File: src/rtl/spike_rate_decoder.sv
// Rate-code decoder: counts spike_in highs over a WINDOW-cycle window and
// presents the saturating count through a valid/ready output handshake.
module spike_rate_decoder #(
    parameter int WIDTH  = 8,
    parameter int WINDOW = 2**WIDTH - 1
) (
    input  logic             clk,
    input  logic             rst,
    input  logic             start,
    input  logic             spike_in,
    output logic [WIDTH-1:0] value,
    output logic             valid,
    input  logic             ready,
    output logic             busy,
    output logic             sat,
    output logic [1:0]       state_dbg
);

    localparam int WCW = $clog2(WINDOW + 1);
    localparam logic [WIDTH-1:0] SPK_MAX = '1;
    localparam logic [WCW-1:0] WIN_LAST = WCW'(WINDOW - 1);

    typedef enum logic [1:0] {
        IDLE  = 2'd0,
        COUNT = 2'd1,
        HOLD  = 2'd2
    } state_t;

    state_t           state, state_nxt;
    logic [WCW-1:0]   win_cnt;
    logic [WIDTH-1:0] spk_cnt, spk_nxt;
    logic             sat_nxt;
    logic             last_sample;
    logic             launch;

    // Handshake: a result transfers on any edge where valid & ready are both
    // high; value and sat stay frozen while valid is high and ready is low.
    always_comb begin
        state_nxt   = state;
        spk_nxt     = spk_cnt;
        sat_nxt     = sat;
        last_sample = (state == COUNT) && (win_cnt == WIN_LAST);
        launch      = 1'b0;
        busy        = (state == COUNT);
        valid       = (state == HOLD);
        state_dbg   = state;

        if (spike_in) begin
            if (spk_cnt == SPK_MAX) sat_nxt = 1'b1;
            else                    spk_nxt = spk_cnt + 1'b1;
        end

        case (state)
            IDLE: begin
                if (start) begin
                    state_nxt = COUNT;
                    launch    = 1'b1;
                end
            end
            COUNT: begin
                if (last_sample) state_nxt = HOLD;
            end
            HOLD: begin
                if (ready) begin
                    state_nxt = start ? COUNT : IDLE;
                    launch    = start;
                end
            end
            default: state_nxt = IDLE;
        endcase
    end

    always_ff @(posedge clk) begin
        if (!rst) begin
            state   <= IDLE;
            win_cnt <= '0;
            spk_cnt <= '0;
            sat     <= 1'b0;
            value   <= '0;
        end else begin
            state <= state_nxt;
            if (launch) begin
                win_cnt <= '0;
                spk_cnt <= '0;
                sat     <= 1'b0;
            end else if (state == COUNT) begin
                win_cnt <= win_cnt + WCW'(1);
                spk_cnt <= spk_nxt;
                sat     <= sat_nxt;
                // Final sample is folded into the latched result on the same edge.
                if (last_sample) value <= spk_nxt;
            end
        end
    end

endmodule

File: config.mk
export PLATFORM = sky130hd
export DESIGN_NAME = spike_rate_decoder
export DESIGN_NICKNAME = d
export VERILOG_FILES = /design/src/rtl/spike_rate_decoder.sv
export SDC_FILE = /design/constraint.sdc
export NUM_CORES = 1
export LEC_CHECK = 0
export ABC_AREA = 0
export BUFFER_PORTS_ARGS = -buffer_cell sky130_fd_sc_hd__buf_2
export CORE_ASPECT_RATIO = 2
export CORE_MARGIN = 1.5
export CORE_UTILIZATION = 45
export DETAILED_ROUTE_END_ITERATION = 12
export PLACE_DENSITY = 0.62
export RECOVER_POWER = 50
export SETUP_SLACK_MARGIN = 0.05
export SYNTH_ARGS = -nofsm -noshare
export SYNTH_HDL_FRONTEND = slang
export SYNTH_SLANG_ARGS = --single-unit
File: constraint.sdc
create_clock -name clk -period 1.79 [get_ports clk]
set_input_delay 0.179 -clock clk [delete_from_list [all_inputs] [get_ports clk]]
set_output_delay 0.179 -clock clk [all_outputs]
set_load 0.1 [all_outputs]
==> results of run 1 <==
layer usage:
metal | track usage | wire, um
met4 | 0.0933 | 78
met3 | 0.0168 | 57
met1 | 0.231 | 1130
met5 | 0 | 0
met2 | 0.323 | 1430
sequential cells by signal (all words and copies together) (netlist names):
register   flops
sat            1
spk_cnt        8
win_cnt        8
value          8
state_dbg      2
cells in the mapped netlist, drive strengths merged:
| master | count | area share |
|---|---|---|
| a2111oi | 1 | 0.012 |
| a211oi | 2 | 0.012 |
| a21oi | 8 | 0.031 |
| a311oi | 1 | 0.0067 |
| a31oi | 1 | 0.0048 |
| and2b | 1 | 0.0058 |
| and3 | 2 | 0.0096 |
| and4 | 3 | 0.022 |
| buf | 2 | 0.017 |
| clkbuf | 3 | 0.0087 |
| dfxtp | 27 | 0.42 |
| ha | 3 | 0.029 |
| inv | 4 | 0.012 |
| mux2 | 1 | 0.0087 |
| mux2i | 3 | 0.023 |
| nand2 | 17 | 0.049 |
| nand2b | 2 | 0.015 |
| nand3 | 6 | 0.023 |
| nand3b | 1 | 0.0058 |
| nand4 | 5 | 0.036 |
| nor2 | 21 | 0.063 |
| nor3 | 7 | 0.039 |
| o211ai | 2 | 0.015 |
| o21ai | 7 | 0.027 |
| o22ai | 6 | 0.029 |
| o31ai | 1 | 0.0058 |
| or2 | 1 | 0.0048 |
| or3 | 2 | 0.0096 |
| or4 | 1 | 0.0058 |
| xnor2 | 2 | 0.013 |
| xor2 | 6 | 0.040 |
final cells by class:
type / count / share of cell area
Clock buffer: 4 / 0.0307
Inverter: 4 / 0.0102
Multi-Input combinational cell: 113 / 0.484
Sequential cell: 27 / 0.370
Tap cell: 29 / 0.0248
Timing Repair Buffer: 21 / 0.0803
worst paths after layout:
path / startpoint / endpoint / depth (start not counted)
setup reg to reg: spk_cnt[0] / spk_cnt[6] / 5
hold / removal: rst / value[1] / 3
hold reg to reg: value[3] / value[3] / 2
setup / recovery: spk_cnt[0] / spk_cnt[6] / 5
report_power, final:
group	total, mW	internal [mW]	leakage [nW]	switching [mW]
sequential	0.614	0.606	0.218	0.00790
clock	0.349	0.160	0.0228	0.189
combinational	0.0949	0.0231	0.319	0.0718
kinds of logic (layout without fill, tap and decap cells):
kind of cell | count (synthesis) | after routing | share of synthesized area
AO/OA/AOI/OAI | 29 | 29 | 0.143
multiplexers | 4 | 4 | 0.0318
XOR/XNOR | 8 | 8 | 0.0540
adder cells (fa/ha/maj) | 3 | 3 | 0.0289
flip-flops | 27 | 27 | 0.416
AND/OR/NAND/NOR | 69 | 69 | 0.289
buffers and inverters | 9 | 29 | 0.0376
repair_timing:
action                                  4_1_cts  5_1_grt
pin swaps                                     0        1
gates resized for setup                       1        0
setup buffers                                 0        1
endpoints found under the setup margin        1        1
metrics by stage:
step                std cells   util
floorplan                 149      -
global route              198  0.535
detailed placement        193  0.517
finish                    198  0.535
CTS                       197  0.534
global placement          193  0.517
worst max-delay path, stage by stage (launching register included):
cell     delay (ns)
dfxtp_1        0.45
ha_1           0.23
nand4_1        0.22
or3_1          0.36
o21ai_1        0.16
o22ai_1        0.10
==> results.toml, run 1 <==
[sta]
clock_skew_ns = 0.00839
hold_viol = 0
hold_slack_ns = 0.229
fmax_mhz = 603
finalCriticalPeriod_ns = 1.66
slew_headroom = 0.608
slew_viol_final = 0
rsz0062_at_grt = "false"
setup_viol = 0
tns_ns = 0
fin_ws_ns = 0.132
tightest_slew_ns = 0.586
fin_crit_sh = 0.926

[cts]
cts_buffers = 3
clockBufferDepth = 2
cts_tree = "done"
cts.sinks = 27
clock_latency_ns = 0.28
root_buffer = "clkbuf_8"
cts_htree_levels = 1
cts_hold_buf = 0
clk_pin_slew_ns = 0.09

[placement]
port_buffers = 17
preCtsSetupSlack_ns = 0.149
place.gp.congestion = 0.903
placed_area_um2 = 1410
hpwl_mm = 2.05

[floorplan]
die_area_um2 = 3240
row_count = 27
fp.dieW_um = 41.0
die_h_um = 79.0
ios = 18
design.core.area_um2 = 2740
start_util = 0.475

[power]
total_leakage_power_nw = 0.560
vdd_ir_drop_max_mv = 0.474
power_density_nw_per_um2 = 722
p_total_mw = 1.06

[synth]
ys_ff_latch = 27
syn-num-nets = 157
ys_seq_area_frac = 0.416
synth_area_um2 = 1300
syn_avg_cell_area_um2 = 8.72
yosysWarnings = 0
syn_inst = 149
yosys.cell_types.count = 40

[finish]
final_cell_mix = "dfxtp_1, nor2_1, nand2_1, clkbuf_2, a21oi_1"
diodes = 0
num-fill-cells = 271
fin_area_um2 = 1470
layout.nets = 178
final_common_cell = "dfxtp_1"
area_delta_synth_final_pct = 12.8
seq_area_um2 = 542
drive_gt1_frac = 0.213
multi_input_area_um2 = 709

[route]
final_antenna_net_count = 0
wl_per_cell_um = 13.6
drc = 0
drt_iter0_drc = 26
finalWirelength_mm = 2.69
vias_per_cell = 5.55
drtPass1Iterations = 4
vias = 1098

[global_routing]
grt_pass1_wl_mm = 4.50
antenna_found_initial = 0
grt_overflow = 0
grt_max_degree = 18
grt_use_total = 0.195
grt_pass1_vias = 1025

[job]
maxCapViolations = 0

[worst_setup_path]
worstPathRequired_ns = 1.93
reg2reg_slack_ns = 0.13
path_max_fanout = 6
crit_type = "reg2reg"
arrival_ns = 1.80
endpoint_kind = "register"
cp-start-kind = "register"

[worst_hold_path]
hold_path.class = "in2reg"

[run_status]
status = "complete, no violations"
(Power assumes the default switching activity.)
==> inputs of run 2 (changes only) <==
--- a/config.mk
+++ b/config.mk
@@ -8,7 +8,6 @@
 export ABC_AREA = 0
 export BUFFER_PORTS_ARGS = -buffer_cell sky130_fd_sc_hd__buf_2
 export CORE_ASPECT_RATIO = 2
-export CORE_MARGIN = 1.5
 export CORE_UTILIZATION = 45
 export DETAILED_ROUTE_END_ITERATION = 12
 export PLACE_DENSITY = 0.62
==> results.toml, run 2 (same netlist as run 1, synthesis figures left out) <==
[run_status]
status = "complete, no violations"

[placement]
port_buffers = 17
placed_cells = 193
preCtsSetupSlack_ns = 0.149
hpwl_mm = 2.06
place.gp.congestion = 0.928
placed_area_um2 = 1410

[power]
total_leakage_power_nw = 0.554
vdd_ir_drop_max_mv = 0.464
p_total_mw = 1.05
power_density_nw_per_um2 = 722

[route]
final_antenna_net_count = 0
vias_per_cell = 5.59
drc = 0
vias = 1101
wl_per_cell_um = 13.7
drt_iter0_drc = 21
finalWirelength_mm = 2.70
drtPass1Iterations = 5

[worst_setup_path]
path_max_fanout = 6
arrival_ns = 1.78
worstRegToRegCells = 5
worstPathRequired_ns = 1.94
reg2reg_slack_ns = 0.15
rr_startpoint = "spk_cnt[1]"
endpoint_kind = "register"
r2r-end = "spk_cnt[6]"
crit_type = "reg2reg"
cp-start-kind = "register"

[finish]
final_common_cell = "dfxtp_1"
top_regs = "spk_cnt x8, value x8, win_cnt x8"
fin_area_um2 = 1460
area_delta_synth_final_pct = 12.3
drive_gt1_frac = 0.214
layout.nets = 177
final_cell_mix = "dfxtp_1, nor2_1, nand2_1, clkbuf_2, a21oi_1"
finish.utilization = 0.533
stdcell_count = 197
diodes = 0

[global_routing]
grt_pass1_wl_mm = 4.53
grtUsageMet2 = 0.344
grt_max_degree = 18
grt_use_total = 0.202
antenna_found_initial = 0
grt_pass1_vias = 1050
grt_overflow = 0
grt_use_met1 = 0.226
met3_usage = 0.0171
grt-busiest-layer = "met2"

[sta]
fin_crit_sh = 0.916
tns_ns = 0
clock_skew_ns = 0.00427
rsz0062_at_grt = "false"
setup_viol = 0
hold_slack_ns = 0.228
hold_viol = 0
tightest_slew_ns = 0.577
fin_ws_ns = 0.151
slew_headroom = 0.615
fmax_mhz = 610
finalCriticalPeriod_ns = 1.64
slew_viol_final = 0

[floorplan]
start_util = 0.475
die_area_um2 = 3120
design.core.area_um2 = 2740
die_h_um = 78.0
ios = 18
row_count = 27
fp.dieW_um = 40.0

[worst_hold_path]
hold_depth = 3
min_to = "value[1]"
min-delay-start = "rst"
hold_path.class = "in2reg"

[cts]
clock_latency_ns = 0.27
clk_pin_slew_ns = 0.09
cts_htree_levels = 1
cts_buffers = 3
cts.sinks = 27
cts_hold_buf = 0
root_buffer = "clkbuf_8"
clockBufferDepth = 2
ctsResizeCount = 1
cts_setup_buffers = 0
cts_tree = "done"

[job]
maxCapViolations = 0
-- run 2: cell count changes in the layout (fill, tap and decap cells not counted), sizes merged --
cell  previous run  this run
buf             10         9
-- run 2: cell type report --
type                            instances  area, um^2
Tap cell                               29        36.3
Fill cell                             268        1280
Sequential cell                        27         543
Timing Repair Buffer                   20         110
Multi-Input combinational cell        113         709
Inverter                                4        15.0
Clock buffer                            4        45.0
-- run 2: worst max path at each step --
stage,start,depth (start not counted),end,slack [ns]
5_1_grt,spk_cnt[1],5,spk_cnt[6],0.05
3_3_place_gp,spk_cnt[0],5,spk_cnt[6],0.21
3_5_place_dp,spk_cnt[0],5,spk_cnt[6],0.15
4_1_cts,spk_cnt[0],5,spk_cnt[6],0.13
2_1_floorplan,state_dbg[0],5,value[7],0.09
6_report,spk_cnt[1],5,spk_cnt[6],0.15
-- run 2: layer usage --
layer / routed length [um] / share of wire / vias to the layer above
met5: 0 / 0 / -
met4: 80 / 0.030 / 0
met3: 51 / 0.019 / 7
met2: 1450 / 0.54 / 23
met1: 1120 / 0.42 / 507
li1: - / - / 564
-- run 2: power by group --
| part | total (mW) | switching [mW] | internal (mW) | leakage [nW] |
|---|---|---|---|---|
| logic | 0.0937 | 0.0708 | 0.0229 | 0.313 |
| clock network | 0.346 | 0.187 | 0.160 | 0.0228 |
| registers | 0.614 | 0.00746 | 0.607 | 0.219 |
-- run 2: worst max-delay path: stages (launching register included) --
cell and delay, ns:
dfxtp_1 0.42, ha_1 0.22, nand4_1 0.22, or3_1 0.36, o21ai_1 0.18, o22ai_1 0.11
==> inputs of run 3 (changes only) <==
--- a/config.mk
+++ b/config.mk
@@ -7,10 +7,12 @@
 export LEC_CHECK = 0
 export ABC_AREA = 0
 export BUFFER_PORTS_ARGS = -buffer_cell sky130_fd_sc_hd__buf_2
+export CELL_PAD_IN_SITES_DETAIL_PLACEMENT = 1
+export CELL_PAD_IN_SITES_GLOBAL_PLACEMENT = 1
 export CORE_ASPECT_RATIO = 2
-export CORE_UTILIZATION = 45
+export CORE_UTILIZATION = 42
 export DETAILED_ROUTE_END_ITERATION = 12
-export PLACE_DENSITY = 0.62
+export PLACE_DENSITY = 0.74
 export RECOVER_POWER = 50
 export SETUP_SLACK_MARGIN = 0.05
 export SYNTH_ARGS = -nofsm -noshare
==> results.toml, run 3 (same netlist as run 1, synthesis figures left out) <==
[route]
drtPass1Iterations = 4
finalWirelength_mm = 3.33
vias = 1183
drc = 0
drt_iter0_drc = 28
final_antenna_net_count = 0
wl_per_cell_um = 16.6
vias_per_cell = 5.89

[power]
vdd_ir_drop_max_mv = 0.528
total_leakage_power_nw = 0.571
power_density_nw_per_um2 = 709

[worst_hold_path]
hold_path.class = "in2reg"

[floorplan]
design.core.area_um2 = 2940
die_h_um = 80.6
fp.dieW_um = 41.3
ios = 18
die_area_um2 = 3330
start_util = 0.441
row_count = 28

[global_routing]
grt_overflow = 0
antenna_found_initial = 0
grt_pass1_wl_mm = 5.23
grt_max_degree = 18
grt_pass1_vias = 1163
grt_use_total = 0.230

[cts]
clock_latency_ns = 0.27
ctsResizeCount = 1
cts_setup_buffers = 0
root_buffer = "clkbuf_8"
cts.sinks = 27
cts_hold_buf = 0
cts_tree = "done"
cts_htree_levels = 1
clockBufferDepth = 2
cts_buffers = 3
clk_pin_slew_ns = 0.09

[run_status]
status = "complete, no violations"

[finish]
drive_gt1_frac = 0.240
diodes = 0
top_regs = "spk_cnt x8, value x8, win_cnt x8"
final_cell_mix = "dfxtp_1, nor2_1, nand2_1, clkbuf_2, a21oi_1"
area_delta_synth_final_pct = 14.6
fin_area_um2 = 1490
finish.utilization = 0.506
layout.nets = 180
final_common_cell = "dfxtp_1"

[placement]
preCtsSetupSlack_ns = 0.0933
placed_area_um2 = 1440
place.gp.congestion = 0.835
hpwl_mm = 2.63
port_buffers = 17

[sta]
fin_ws_ns = 0.148
slew_viol_final = 0
fmax_mhz = 609
slew_headroom = 0.609
fin_crit_sh = 0.917
rsz0062_at_grt = "false"
tns_ns = 0
hold_viol = 0
clock_skew_ns = 0.00165
finalCriticalPeriod_ns = 1.64
setup_viol = 0
tightest_slew_ns = 0.585

[worst_setup_path]
arrival_ns = 1.46
worstPathRequired_ns = 1.61
crit_type = "reg2out"
max_stage_delay_ns = 0.35
crit_family = "buffers and inverters"
slowest_stage = "dfxtp_1"
cp_num_buf_inv = 3
crit_top_cell = "buf_4"
endpoint_kind = "output pin"
path_max_fanout = 11
path_cells = "nand2b_4 -> inv_2 -> buf_4 -> buf_4"
cp-start-kind = "register"

[job]
maxCapViolations = 0
[run 3: cell type report]
type / instances / area [um^2]
sequential: 27 / 544
tap: 30 / 37.5
fill: 370 / 1450
multi-input combinational: 113 / 714
timing repair buffer: 23 / 133
clock buffer: 4 / 45.0
inverter: 4 / 15.0
[run 3: path summary, 6_finish.rpt]
check                                  start           end  slack [ns]  depth (start not counted)
worst max-delay path            state_dbg[1]          busy        0.15                          4
worst min register to register      value[5]      value[5]        0.48                          2
worst max register to register    spk_cnt[0]    spk_cnt[6]        0.15                          5
worst min-delay path                   start  state_dbg[0]        0.24                          3
[run 3: metal layers]
metal / share of wire / vias up / wire [um] / track usage
met1: 0.37 / 565 / 1240 / 0.232
met4: 0.039 / 0 / 129 / 0.113
met2: 0.56 / 31 / 1880 / 0.416
met5: 0 / - / 0 / 0
met3: 0.024 / 13 / 80 / 0.0276
li1: - / 574 / - / -
[run 3: power by group]
part	leakage (nW)	internal [mW]	switching [mW]
Sequential	0.219	0.607	0.00796
Clock	0.0228	0.160	0.186
Combinational	0.329	0.0230	0.0724
[run 3: metrics by stage]
stage          total power [mW]  std cells  hold WS [ns]
3_5_place_dp              0.722        197         0.468
5_1_grt                    1.09        201         0.255
3_3_place_gp              0.719        197         0.456
2_1_floorplan             0.702        149         0.383
4_1_cts                    1.06        201         0.248
6_report                   1.06        201         0.245
[run 3: tightest hold or removal path, cell delays in order]
cell	delay (ns)
buf_2	0.10
nand3b_1	0.13
a21oi_1	0.08
